==> config.mk <==
export PLATFORM = sky130hd
export DESIGN_NAME = trng_collector
export DESIGN_NICKNAME = d
export VERILOG_FILES = /design/src/rtl/trng_pkg.sv /design/src/rtl/trng_vn_debias.sv /design/src/rtl/trng_collector.sv
export SDC_FILE = /design/constraint.sdc
export NUM_CORES = 1
export LEC_CHECK = 0
export BUFFER_PORTS_ARGS = -buffer_cell sky130_fd_sc_hd__buf_2
export CAP_MARGIN = 40
export CORE_MARGIN = 2
export CORE_UTILIZATION = 30
export CTS_CLUSTER_DIAMETER = 50
export DETAILED_ROUTE_END_ITERATION = 6
export PLACE_DENSITY = 0.51
export SLEW_MARGIN = 10
export SYNTH_ARGS = -nofsm -noshare
export SYNTH_HDL_FRONTEND = slang
export SYNTH_HIERARCHICAL = 1
export SYNTH_SLANG_ARGS = --single-unit
==> constraint.sdc <==
create_clock -name clk -period 5.8 [get_ports clk]
set_input_delay 0.58 -clock clk [delete_from_list [all_inputs] [get_ports clk]]
set_output_delay 0.58 -clock clk [all_outputs]
set_load 0.01 [all_outputs]
==> src/rtl/trng_pkg.sv <==
`default_nettype none
// ============================================================================
// trng_pkg : shared state encoding, default parameters and width helper
//            for the TRNG collector.
// Rev 1.0
// ============================================================================
package trng_pkg;

  typedef enum logic [1:0] {
    IDLE    = 2'd0,
    WARMUP  = 2'd1,
    COLLECT = 2'd2,
    FAULT   = 2'd3
  } trng_state_t;

  localparam int c_DEF_WORD_WIDTH    = 32;
  localparam int c_DEF_FIFO_DEPTH    = 2;
  localparam int c_DEF_WARMUP_CYCLES = 64;
  localparam int c_DEF_RCT_CUTOFF    = 32;

  // Width of a counter that must index n distinct values (0..n-1), never below 1.
  function automatic int cnt_w(input int n);
    return (n <= 2) ? 1 : $clog2(n);
  endfunction

  // Width of a counter that must hold the value n itself (0..n).
  function automatic int sat_w(input int n);
    return (n <= 1) ? 1 : $clog2(n + 1);
  endfunction

endpackage
`default_nettype wire

==> src/rtl/trng_vn_debias.sv <==
`default_nettype none
// ============================================================================
// trng_vn_debias : von Neumann corrector, 01 -> 0, 10 -> 1, 00/11 dropped.
// Rev 1.0
// ============================================================================
module trng_vn_debias
  import trng_pkg::*;
(
  input  logic clk,
  input  logic reset_n,
  input  logic clear,
  input  logic sample_en,
  input  logic raw_bit,
  output logic bit_valid,
  output logic bit_out
);

  logic phase_q, phase_d;
  logic held_q,  held_d;

  always_comb begin
    phase_d = phase_q;
    held_d  = held_q;
    if (clear) begin
      phase_d = 1'b0;
      held_d  = 1'b0;
    end else if (sample_en) begin
      if (!phase_q) begin
        held_d  = raw_bit;
        phase_d = 1'b1;
      end else begin
        phase_d = 1'b0;
      end
    end
  end

  always_ff @(posedge clk or negedge reset_n) begin
    if (!reset_n) begin
      phase_q <= 1'b0;
      held_q  <= 1'b0;
    end else begin
      phase_q <= phase_d;
      held_q  <= held_d;
    end
  end

  // The first bit of an unequal pair is the output bit.
  assign bit_valid = sample_en && !clear && phase_q && (held_q != raw_bit);
  assign bit_out   = held_q;

endmodule
`default_nettype wire

==> src/rtl/trng_collector.sv <==
`default_nettype none
// ============================================================================
// trng_collector : TRNG warm-up, debias, repetition-count test, word packing
//                  and a small valid/ready word FIFO.
// Rev 1.0
// ============================================================================
module trng_collector
  import trng_pkg::*;
#(
  parameter int WORD_WIDTH    = c_DEF_WORD_WIDTH,
  parameter int FIFO_DEPTH    = c_DEF_FIFO_DEPTH,
  parameter int WARMUP_CYCLES = c_DEF_WARMUP_CYCLES,
  parameter int RCT_CUTOFF    = c_DEF_RCT_CUTOFF
) (
  input  logic                  clk,
  input  logic                  reset_n,
  input  logic                  enable,
  output logic                  trng_en,
  input  logic                  trng_out,
  output logic [WORD_WIDTH-1:0] rdata,
  output logic                  rvalid,
  input  logic                  rready,
  output logic                  health_fail,
  output logic                  busy
);

  localparam int c_WARM_W = cnt_w(WARMUP_CYCLES);
  localparam int c_RCT_W  = sat_w(RCT_CUTOFF);
  localparam int c_BIT_W  = cnt_w(WORD_WIDTH);
  localparam int c_PTR_W  = cnt_w(FIFO_DEPTH);
  localparam int c_CNT_W  = sat_w(FIFO_DEPTH);

  localparam logic [c_WARM_W-1:0] c_WARM_LAST = c_WARM_W'(WARMUP_CYCLES - 1);
  localparam logic [c_RCT_W-1:0]  c_RCT_TRIP  = c_RCT_W'(RCT_CUTOFF);
  localparam logic [c_BIT_W-1:0]  c_BIT_LAST  = c_BIT_W'(WORD_WIDTH - 1);
  localparam logic [c_CNT_W-1:0]  c_FIFO_FULL = c_CNT_W'(FIFO_DEPTH);

  trng_state_t           state_q, state_d;
  logic [c_WARM_W-1:0]   warm_q, warm_d;
  logic [c_RCT_W-1:0]    rct_cnt_q, rct_cnt_d;
  logic                  rct_bit_q, rct_bit_d;
  logic [WORD_WIDTH-1:0] shift_q, shift_d;
  logic [c_BIT_W-1:0]    bcnt_q, bcnt_d;

  logic [WORD_WIDTH-1:0] mem_q [FIFO_DEPTH];
  logic [c_PTR_W-1:0]    wptr_q, rptr_q;
  logic [c_CNT_W-1:0]    count_q, count_d;

  logic                  w_busy;
  logic                  w_rct_sample;
  logic                  w_trip;
  logic                  w_full;
  logic                  w_sample;
  logic                  w_vn_clear;
  logic                  w_bit_valid;
  logic                  w_bit_out;
  logic                  w_push;
  logic                  w_pop;
  logic [WORD_WIDTH-1:0] w_push_word;

  assign w_busy = (state_q == WARMUP) || (state_q == COLLECT);
  assign w_full = (count_q == c_FIFO_FULL);
  assign w_pop  = (count_q != '0) && rready;

  // The first WARMUP cycle sees a sample taken before the oscillators started.
  assign w_rct_sample = enable &&
                        (((state_q == WARMUP) && (warm_q != '0)) || (state_q == COLLECT));

  always_comb begin
    rct_cnt_d = rct_cnt_q;
    rct_bit_d = rct_bit_q;
    if (!w_busy || !enable) begin
      rct_cnt_d = '0;
      rct_bit_d = 1'b0;
    end else if (w_rct_sample) begin
      rct_bit_d = trng_out;
      if ((rct_cnt_q != '0) && (trng_out == rct_bit_q)) begin
        if (rct_cnt_q != c_RCT_TRIP) begin
          rct_cnt_d = rct_cnt_q + 1'b1;
        end
      end else begin
        rct_cnt_d = c_RCT_W'(1);
      end
    end
  end

  assign w_trip     = w_rct_sample && (rct_cnt_d == c_RCT_TRIP);
  assign w_sample   = (state_q == COLLECT) && enable && !w_full && !w_trip;
  assign w_vn_clear = !((state_q == COLLECT) && enable) || w_trip;

  trng_vn_debias u_vn_debias (
    .clk       (clk),
    .reset_n   (reset_n),
    .clear     (w_vn_clear),
    .sample_en (w_sample),
    .raw_bit   (trng_out),
    .bit_valid (w_bit_valid),
    .bit_out   (w_bit_out)
  );

  assign w_push_word = {shift_q[WORD_WIDTH-2:0], w_bit_out};

  always_comb begin
    shift_d = shift_q;
    bcnt_d  = bcnt_q;
    w_push  = 1'b0;
    if (w_vn_clear) begin
      shift_d = '0;
      bcnt_d  = '0;
    end else if (w_bit_valid) begin
      if (bcnt_q == c_BIT_LAST) begin
        w_push  = 1'b1;
        shift_d = '0;
        bcnt_d  = '0;
      end else begin
        shift_d = w_push_word;
        bcnt_d  = bcnt_q + 1'b1;
      end
    end
  end

  always_comb begin
    state_d = state_q;
    warm_d  = '0;
    case (state_q)
      IDLE: begin
        if (enable) state_d = WARMUP;
      end
      WARMUP: begin
        warm_d = warm_q + 1'b1;
        if (!enable)                    state_d = IDLE;
        else if (w_trip)                state_d = FAULT;
        else if (warm_q == c_WARM_LAST) state_d = COLLECT;
      end
      COLLECT: begin
        if (!enable)     state_d = IDLE;
        else if (w_trip) state_d = FAULT;
      end
      FAULT: begin
        if (!enable) state_d = IDLE;
      end
      default: state_d = IDLE;
    endcase
  end

  always_comb begin
    count_d = count_q;
    case ({w_push, w_pop})
      2'b10:   count_d = count_q + 1'b1;
      2'b01:   count_d = count_q - 1'b1;
      default: count_d = count_q;
    endcase
  end

  always_ff @(posedge clk or negedge reset_n) begin
    if (!reset_n) begin
      state_q   <= IDLE;
      warm_q    <= '0;
      rct_cnt_q <= '0;
      rct_bit_q <= 1'b0;
      shift_q   <= '0;
      bcnt_q    <= '0;
    end else begin
      state_q   <= state_d;
      warm_q    <= warm_d;
      rct_cnt_q <= rct_cnt_d;
      rct_bit_q <= rct_bit_d;
      shift_q   <= shift_d;
      bcnt_q    <= bcnt_d;
    end
  end

  // Pointers wrap naturally because FIFO_DEPTH is a power of two.
  always_ff @(posedge clk or negedge reset_n) begin
    if (!reset_n) begin
      for (int i = 0; i < FIFO_DEPTH; i++) mem_q[i] <= '0;
      wptr_q  <= '0;
      rptr_q  <= '0;
      count_q <= '0;
    end else if (w_trip) begin
      wptr_q  <= '0;
      rptr_q  <= '0;
      count_q <= '0;
    end else begin
      if (w_push) begin
        mem_q[wptr_q] <= w_push_word;
        wptr_q        <= wptr_q + 1'b1;
      end
      if (w_pop) rptr_q <= rptr_q + 1'b1;
      count_q <= count_d;
    end
  end

  assign rvalid      = (count_q != '0);
  assign rdata       = rvalid ? mem_q[rptr_q] : '0;
  assign trng_en     = w_busy;
  assign busy        = w_busy;
  assign health_fail = (state_q == FAULT);

endmodule
`default_nettype wire
==> flow_summary_export.csv, run 1 <==
group,metric,value,unit
outcome,status,"completed",
cts,clk_latency,0.41,ns
yosys,syn_avg_cell_area,11.7,µm²
cts,cts_root_buf,"clkbuf_16",
critical_path,cp.arrival,5.17,ns
flow_run,maxCapViolCount,0,
route,wl_per_cell,14.7,µm
critical_path,r2r.worst_path.cells,13,
power,leakage,3.15,nW
grt,grtUsageTotal,0.125,
sta,whs,0.262,ns
placement,dpl_cell_area,0.00632,mm²
route,detail_route.first_pass.iterations,7,
floorplanning,dieArea,0.0207,mm²
cts,cts_made_buffers,17,
route,drc,0,
yosys,synthFlopType,"dfrtp_1",
cts,path_clk_slew,0.05,ns
cts,post-cts-setup-buffers,0,
cells_and_area,regArea,0.00303,mm²
cells_and_area,fin_area,0.00692,mm²
route,drt_iter0_drc,276,
route,routed_via_density,4.81,
sta,fin_crit,4.88,ns
hold_path,holdCritPathClass,"in -> async",
power,vdd_drop_max,0.167,mV
yosys,synth-seq-area-share,0.517,
yosys,synth_area,0.00586,mm²
grt,overflow,0,
cells_and_area,drive_above_1_share,0.281,
yosys,synth_cell_types,55,
cells_and_area,multi_input_area,0.00262,mm²
yosys,yosys_warnings,6,
yosys,synth_edf_count,0,
cells_and_area,syn_to_final_growth,18.0,%
cells_and_area,final_common_cell,"dfrtp_1",
critical_path,path_class,"reg -> reg",
grt,grt_start_max_net_pins,63,
placement,portBuffers,40,
sta,setup_viol,0,
sta,rsz0062_at_grt,"no",
critical_path,critPathRequiredTime,6.09,ns
cells_and_area,final_cell_mix,"dfrtp_1 (120), nor2_1 (87), buf_2 (39)",
route,drtAntennaViolNets,0,
yosys,synthTopCellsByArea,"dfrtp_1 (52%), mux2_4 (7.7%), mux2_2 (6.5%)",
floorplanning,die_h,144,µm
sta,tns,0,ns
floorplanning,die_x,144,µm
grt,grt_first_pass_wirelength,20100,µm
yosys,async_reset_ff_frac,1.00,
cells_and_area,final_nets,552,
floorplanning,num_rows,51,
sta,fmax,205,MHz
sta,finalHoldViolations,0,
yosys,synth_area_leader_cell,"dfrtp_1",
route,num_vias,3909,
cts,htreeDepth,4,
cts,cts_tree,"done",
placement,routabilityCongestion,0.819,
cells_and_area,num-fill-cells,1894,
yosys,synth-seq-cells,121,
floorplanning,pin_count,41,
floorplanning,coreArea,0.0193,mm²
sta,worstMarginPinSlew,0.790,ns
yosys,synth_top_area_frac,0.517,
floorplanning,start_util,0.303,
placement,hpwlAfterDp,7830,µm
sta,relSlewSlack,0.474,
placement,pre_cts_slack,0.938,ns
yosys,postSynthCellCount,499,
sta,fin_ws,0.922,ns
sta,finalCritPeriodShare,0.841,
grt,antenna_found_initial,0,
sta,worst_clock_skew,0.00929,ns
critical_path,cp_max_fo,40,
sta,drv_slew,0,
route,routed_wl,11900,µm
grt,grt_pass1_vias,3915,
cts,ctsResizeCount,0,
critical_path,critPathCaptureType,"register",
cts,numClockSinks,121,
cts,cts.path.max_buffers,2,
cts,cts_hold_buf,0,
yosys,syn-num-nets,514,
power,p_per_area,309,mW/mm²
critical_path,cp-start-kind,"register",
cells_and_area,antennaDiodeCount,0,
power,power.total,2.14,mW
stage by stage:
stage | cells | utilization
after floorplan | 499 | -
after global placement | 781 | 0.325
after detailed placement | 783 | 0.327
after CTS | 813 | 0.358
after global routing | 813 | 0.358
final | 813 | 0.358
logic make-up (layout without fill, tap and decap cells):
family / count (synthesis) / count (layout) / share of synthesized area
AOI/OAI and AO/OA: 71 / 71 / 0.0865
xor gates and xnor gates: 11 / 11 / 0.0164
adders and majority gates: 10 / 10 / 0.0213
buffers and inverters: 40 / 89 / 0.0393
DFF: 121 / 121 / 0.517
muxes: 101 / 101 / 0.205
and+or+nand+nor: 145 / 145 / 0.115
metal layers:
layer	wire length, µm	track usage	vias up
met1	5650	0.163	1958
li1	-	-	1837
met3	556	0.0310	16
met5	0	0	-
met2	5530	0.195	98
met4	210	0.0593	0
critical path, stage by stage, from the launching register on:
cell and delay (ns):
dfrtp_1 0.40, inv_1 0.10, ha_1 0.33, or4b_4 0.55, o21ai_1 0.40, a2111oi_0 0.15
o2111a_1 0.31, nand3b_1 0.24, buf_4 0.27, nor3_1 0.30, nand4_1 0.35, or3_2 0.75
buf_12 0.27, mux2_4 0.31
final timing paths:
check	from	end	slack, ns
max in group asynchronous	reset_n	shift_q[27]	4.23
min	reset_n	mem_q[57]	0.26
min reg2reg	warm_q[0]	warm_q[0]	0.49
min in group clk	warm_q[0]	warm_q[0]	0.49
max reg2reg	state_q[0]	mem_q[36]	0.92
max	state_q[0]	mem_q[36]	0.92
area by class of cell:
cell class                      instances  share of cell area
Clock buffer                           22              0.0686
Clock inverter                          8              0.0172
Inverter                               10             0.00543
Multi-Input combinational cell        338               0.378
Sequential cell                       121               0.438
Tap cell                              265              0.0479
Timing Repair Buffer                   49              0.0445
power by group:
group | internal, mW | total, mW | switching (mW)
Clock | 0.702 | 1.06 | 0.357
Sequential | 0.859 | 0.874 | 0.0150
Combinational | 0.0741 | 0.202 | 0.128
synthesized netlist by cell type, types with 4 or more instances:
cell type    n
nand3_1      5
clkbuf_1    17
nand2_1     14
xor2_1       5
a22oi_1     31
and2_1       5
mux2_2      34
dfrtp_1    121
a21oi_1     10
buf_2        4
nor2b_1      4
ha_1        10
nand4_1      4
nor2_1      89
inv_1        9
xnor2_1      6
o21ai_0      6
mux2_4      30
mux2i_1     37
nor3_1       5
sequential cells by signal (all words and copies together) (netlist names), 2 cells and up:
name,flops
state_q,2
shift_q,31
count_q,2
mem_q,64
bcnt_q,5
warm_q,6
rct_cnt_q,6
Note: power is estimated with default switching activity, not from simulation.
==> run 2, diff against run 1 <==
--- a/config.mk
+++ b/config.mk
@@ -5,6 +5,7 @@
 export SDC_FILE = /design/constraint.sdc
 export NUM_CORES = 1
 export LEC_CHECK = 0
+export ABC_AREA = 1
 export BUFFER_PORTS_ARGS = -buffer_cell sky130_fd_sc_hd__buf_2
 export CAP_MARGIN = 40
 export CORE_MARGIN = 2
==> constraint.sdc (replaced) <==
create_clock -name clk -period 5.05 [get_ports clk]
set_input_delay 0.505 -clock clk [delete_from_list [all_inputs] [get_ports clk]]
set_output_delay 0.505 -clock clk [all_outputs]
set_load 0.01 [all_outputs]
==> flow_summary_export.csv, run 2 <==
group,metric,value,unit
outcome,status,"completed",
power,switching_share,0.275,
route,routed_wl,12600,µm
floorplanning,die_h,142,µm
power,p_clk_frac,0.475,
yosys,netlist_top_cells_count,"nand2_1 (243), dfrtp_1 (121), a21oi_1 (77)",
cts,cts.path.max_buffers,2,
route,wl_per_cell,12.7,µm
critical_path,critPathRequiredTime,5.35,ns
critical_path,r2r_end,"mem_q[55]",
grt,grtUsageTotal,0.139,
placement,routabilityCongestion,0.794,
power,power_frac_seq,0.389,
cells_and_area,largest_register_ffs,64,
grt,grt_start_max_net_pins,65,
cts,htreeDepth,4,
cells_and_area,antennaDiodeCount,0,
sta,worst_clock_skew,0.00907,ns
placement,pre_cts_slack,0.926,ns
yosys,postSynthCellCount,709,
route,top_layer,"met4",
grt,antenna_found_initial,0,
power,vdd_drop_max,0.246,mV
cts,numClockSinks,121,
power,p_per_area,394,mW/mm²
cells_and_area,final_util,0.360,
yosys,synth_cell_types,31,
critical_path,reg2reg_from,"state_q[1]",
route,drc,0,
critical_path,critPathMostFrequentCell,"nand2_1",
critical_path,cp_slowest_cell,"dfrtp_1",
cts,cts_hold_buf,0,
critical_path,r2r_slack,0.98,ns
route,num_vias,4437,
sta,drv_slew,0,
yosys,synth-seq-cells,121,
sta,worstMarginPinSlew,0.663,ns
critical_path,critPathCaptureType,"register",
sta,finalCritPeriodShare,0.805,
floorplanning,pin_count,41,
cells_and_area,syn_to_final_growth,18.1,%
cts,cts_tree,"done",
grt,overflow,0,
cells_and_area,reg_top3,"mem_q (64), shift_q (31)",
power,power.total,2.66,mW
sta,setup_viol,0,
yosys,synth_area_leader_cell,"dfrtp_1",
cts,cts_root_buf,"clkbuf_16",
power,p_int,1.93,mW
critical_path,cp.arrival,4.37,ns
sta,fmax,246,MHz
yosys,synth_top_area_frac,0.530,
grt,grt_first_pass_wirelength,22200,µm
critical_path,path_cells,"inv_1 > ha_1 > nand2_2 > nand2_4 > inv_2 > nor2_4 > nand3_1 > nand3_1 > nor2_2 > nand2_4 > nand2_1 > buf_4 > inv_1 > nand3_1 > nor2_1 > nand2_1 > inv_1 > nand3_4 > nor2_4 > inv_2 > nand2_1 > nand2_1",
cts,clk_latency,0.41,ns
cells_and_area,top_register,"mem_q",
cts,ctsResizeCount,0,
yosys,syn-num-nets,724,
route,met3WireLength,331,µm
sta,relSlewSlack,0.558,
critical_path,endpoint,"mem_q[55]",
yosys,async_reset_ff_frac,1.00,
floorplanning,num_rows,50,
sta,rsz0062_at_grt,"no",
floorplanning,dieArea,0.0201,mm²
route,routed_via_density,4.48,
critical_path,critPathMaxStageDelay,0.41,ns
route,detail_route.first_pass.iterations,5,
grt,grt_pass1_vias,4439,
floorplanning,start_util,0.305,
cts,path_clk_slew,0.06,ns
power,leakage,3.38,nW
yosys,synthFlopType,"dfrtp_1",
cells_and_area,num-fill-cells,1958,
flow_run,maxCapViolCount,0,
placement,portBuffers,40,
floorplanning,coreArea,0.0187,mm²
yosys,yosys_warnings,6,
yosys,synth-seq-area-share,0.530,
hold_path,holdCritPathClass,"in -> async",
yosys,synth_edf_count,0,
route,drtAntennaViolNets,0,
sta,tns,0,ns
yosys,synthTopCellsByArea,"dfrtp_1 (53%), nand2_1 (16%), a21oi_1 (6.7%)",
cells_and_area,regArea,0.00303,mm²
yosys,synth_area,0.00571,mm²
yosys,syn_avg_cell_area,8.05,µm²
power,switchingPower,0.730,mW
sta,fin_ws,0.983,ns
route,dr_wl_met2,5750,µm
cts,post-cts-setup-buffers,0,
cells_and_area,drive_above_1_share,0.131,
power,power_frac_comb,0.136,
sta,fin_crit,4.07,ns
route,met1Wirelength,6310,µm
placement,hpwlAfterDp,8070,µm
yosys,yosys.cell_count.top_type,"nand2_1",
critical_path,r2r.worst_path.cells,22,
critical_path,startpoint,"state_q[1]",
sta,finalHoldViolations,0,
cts,cts_made_buffers,17,
route,drt_iter0_drc,269,
floorplanning,die_x,142,µm
cells_and_area,final_cell_mix,"nand2_1 (243), dfrtp_1 (120), a21oi_1 (77)",
critical_path,path_class,"reg -> reg",
cells_and_area,final_common_cell,"nand2_1",
critical_path,cp-start-kind,"register",
cells_and_area,final_nets,758,
cells_and_area,multi_input_area,0.00221,mm²
critical_path,cp_max_fo,37,
==> run 2: through the flow <==
step	cell area (µm²)	instances	hold slack, ns
after floorplan	5710	709	0.209
after global placement	6090	957	0.451
after detailed placement	6120	958	0.454
after CTS	6740	990	0.0295
after global routing	6740	990	0.0526
final	6740	990	0.0294
==> run 2: critical path, delay by kind of cell, from the launching register on <==
kind                     cells  cell delay, ns
AND/OR/NAND/NOR             15            2.13
buffers and inverters        6            1.11
flip-flops                   1            0.41
adder cells (fa/ha/maj)      1            0.28
==> run 2: kinds of logic after synthesis <==
family / synth area share
buf+inv: 0.0822
xor+xnor: 0.00614
flops: 0.530
compound gates: 0.138
fa+ha+maj: 0.0219
simple gates: 0.222
==> run 2: worst min-delay path by stage <==
stage / to / start / slack [ns]
after floorplan: bcnt_q[0] / reset_n / 0.21
after global placement: mem_q[50] / mem_q[50] / 0.45
after detailed placement: mem_q[46] / mem_q[46] / 0.45
after CTS: mem_q[15] / reset_n / 0.03
after global routing: mem_q[15] / reset_n / 0.05
final: mem_q[16] / reset_n / 0.03
==> run 2: power by group through the flow <==
stage	registers [mW]	clock network, mW	logic [mW]
6_report	1.03	1.26	0.360
2_1_floorplan	1.04	0	0.283
3_5_place_dp	1.05	0	0.365
5_1_grt	1.04	1.34	0.423
3_3_place_gp	1.05	0	0.368
4_1_cts	1.03	1.29	0.367
==> run 2: layout make-up <==
class                   instances  area share
inverters                      78      0.0434
flip-flops and latches        121       0.449
repair buffers                 49      0.0431
clock inverters                13      0.0249
clock buffers                  19      0.0672
well taps                     234      0.0434
multi-input cells             476       0.329
==> run 2: layer usage <==
| layer | up-vias | global-route usage |
|---|---|---|
| met5 | - | 0 |
| met4 | 0 | 0.0547 |
| met3 | 15 | 0.0303 |
| met2 | 50 | 0.220 |
| met1 | 2050 | 0.185 |
| li1 | 2322 | - |
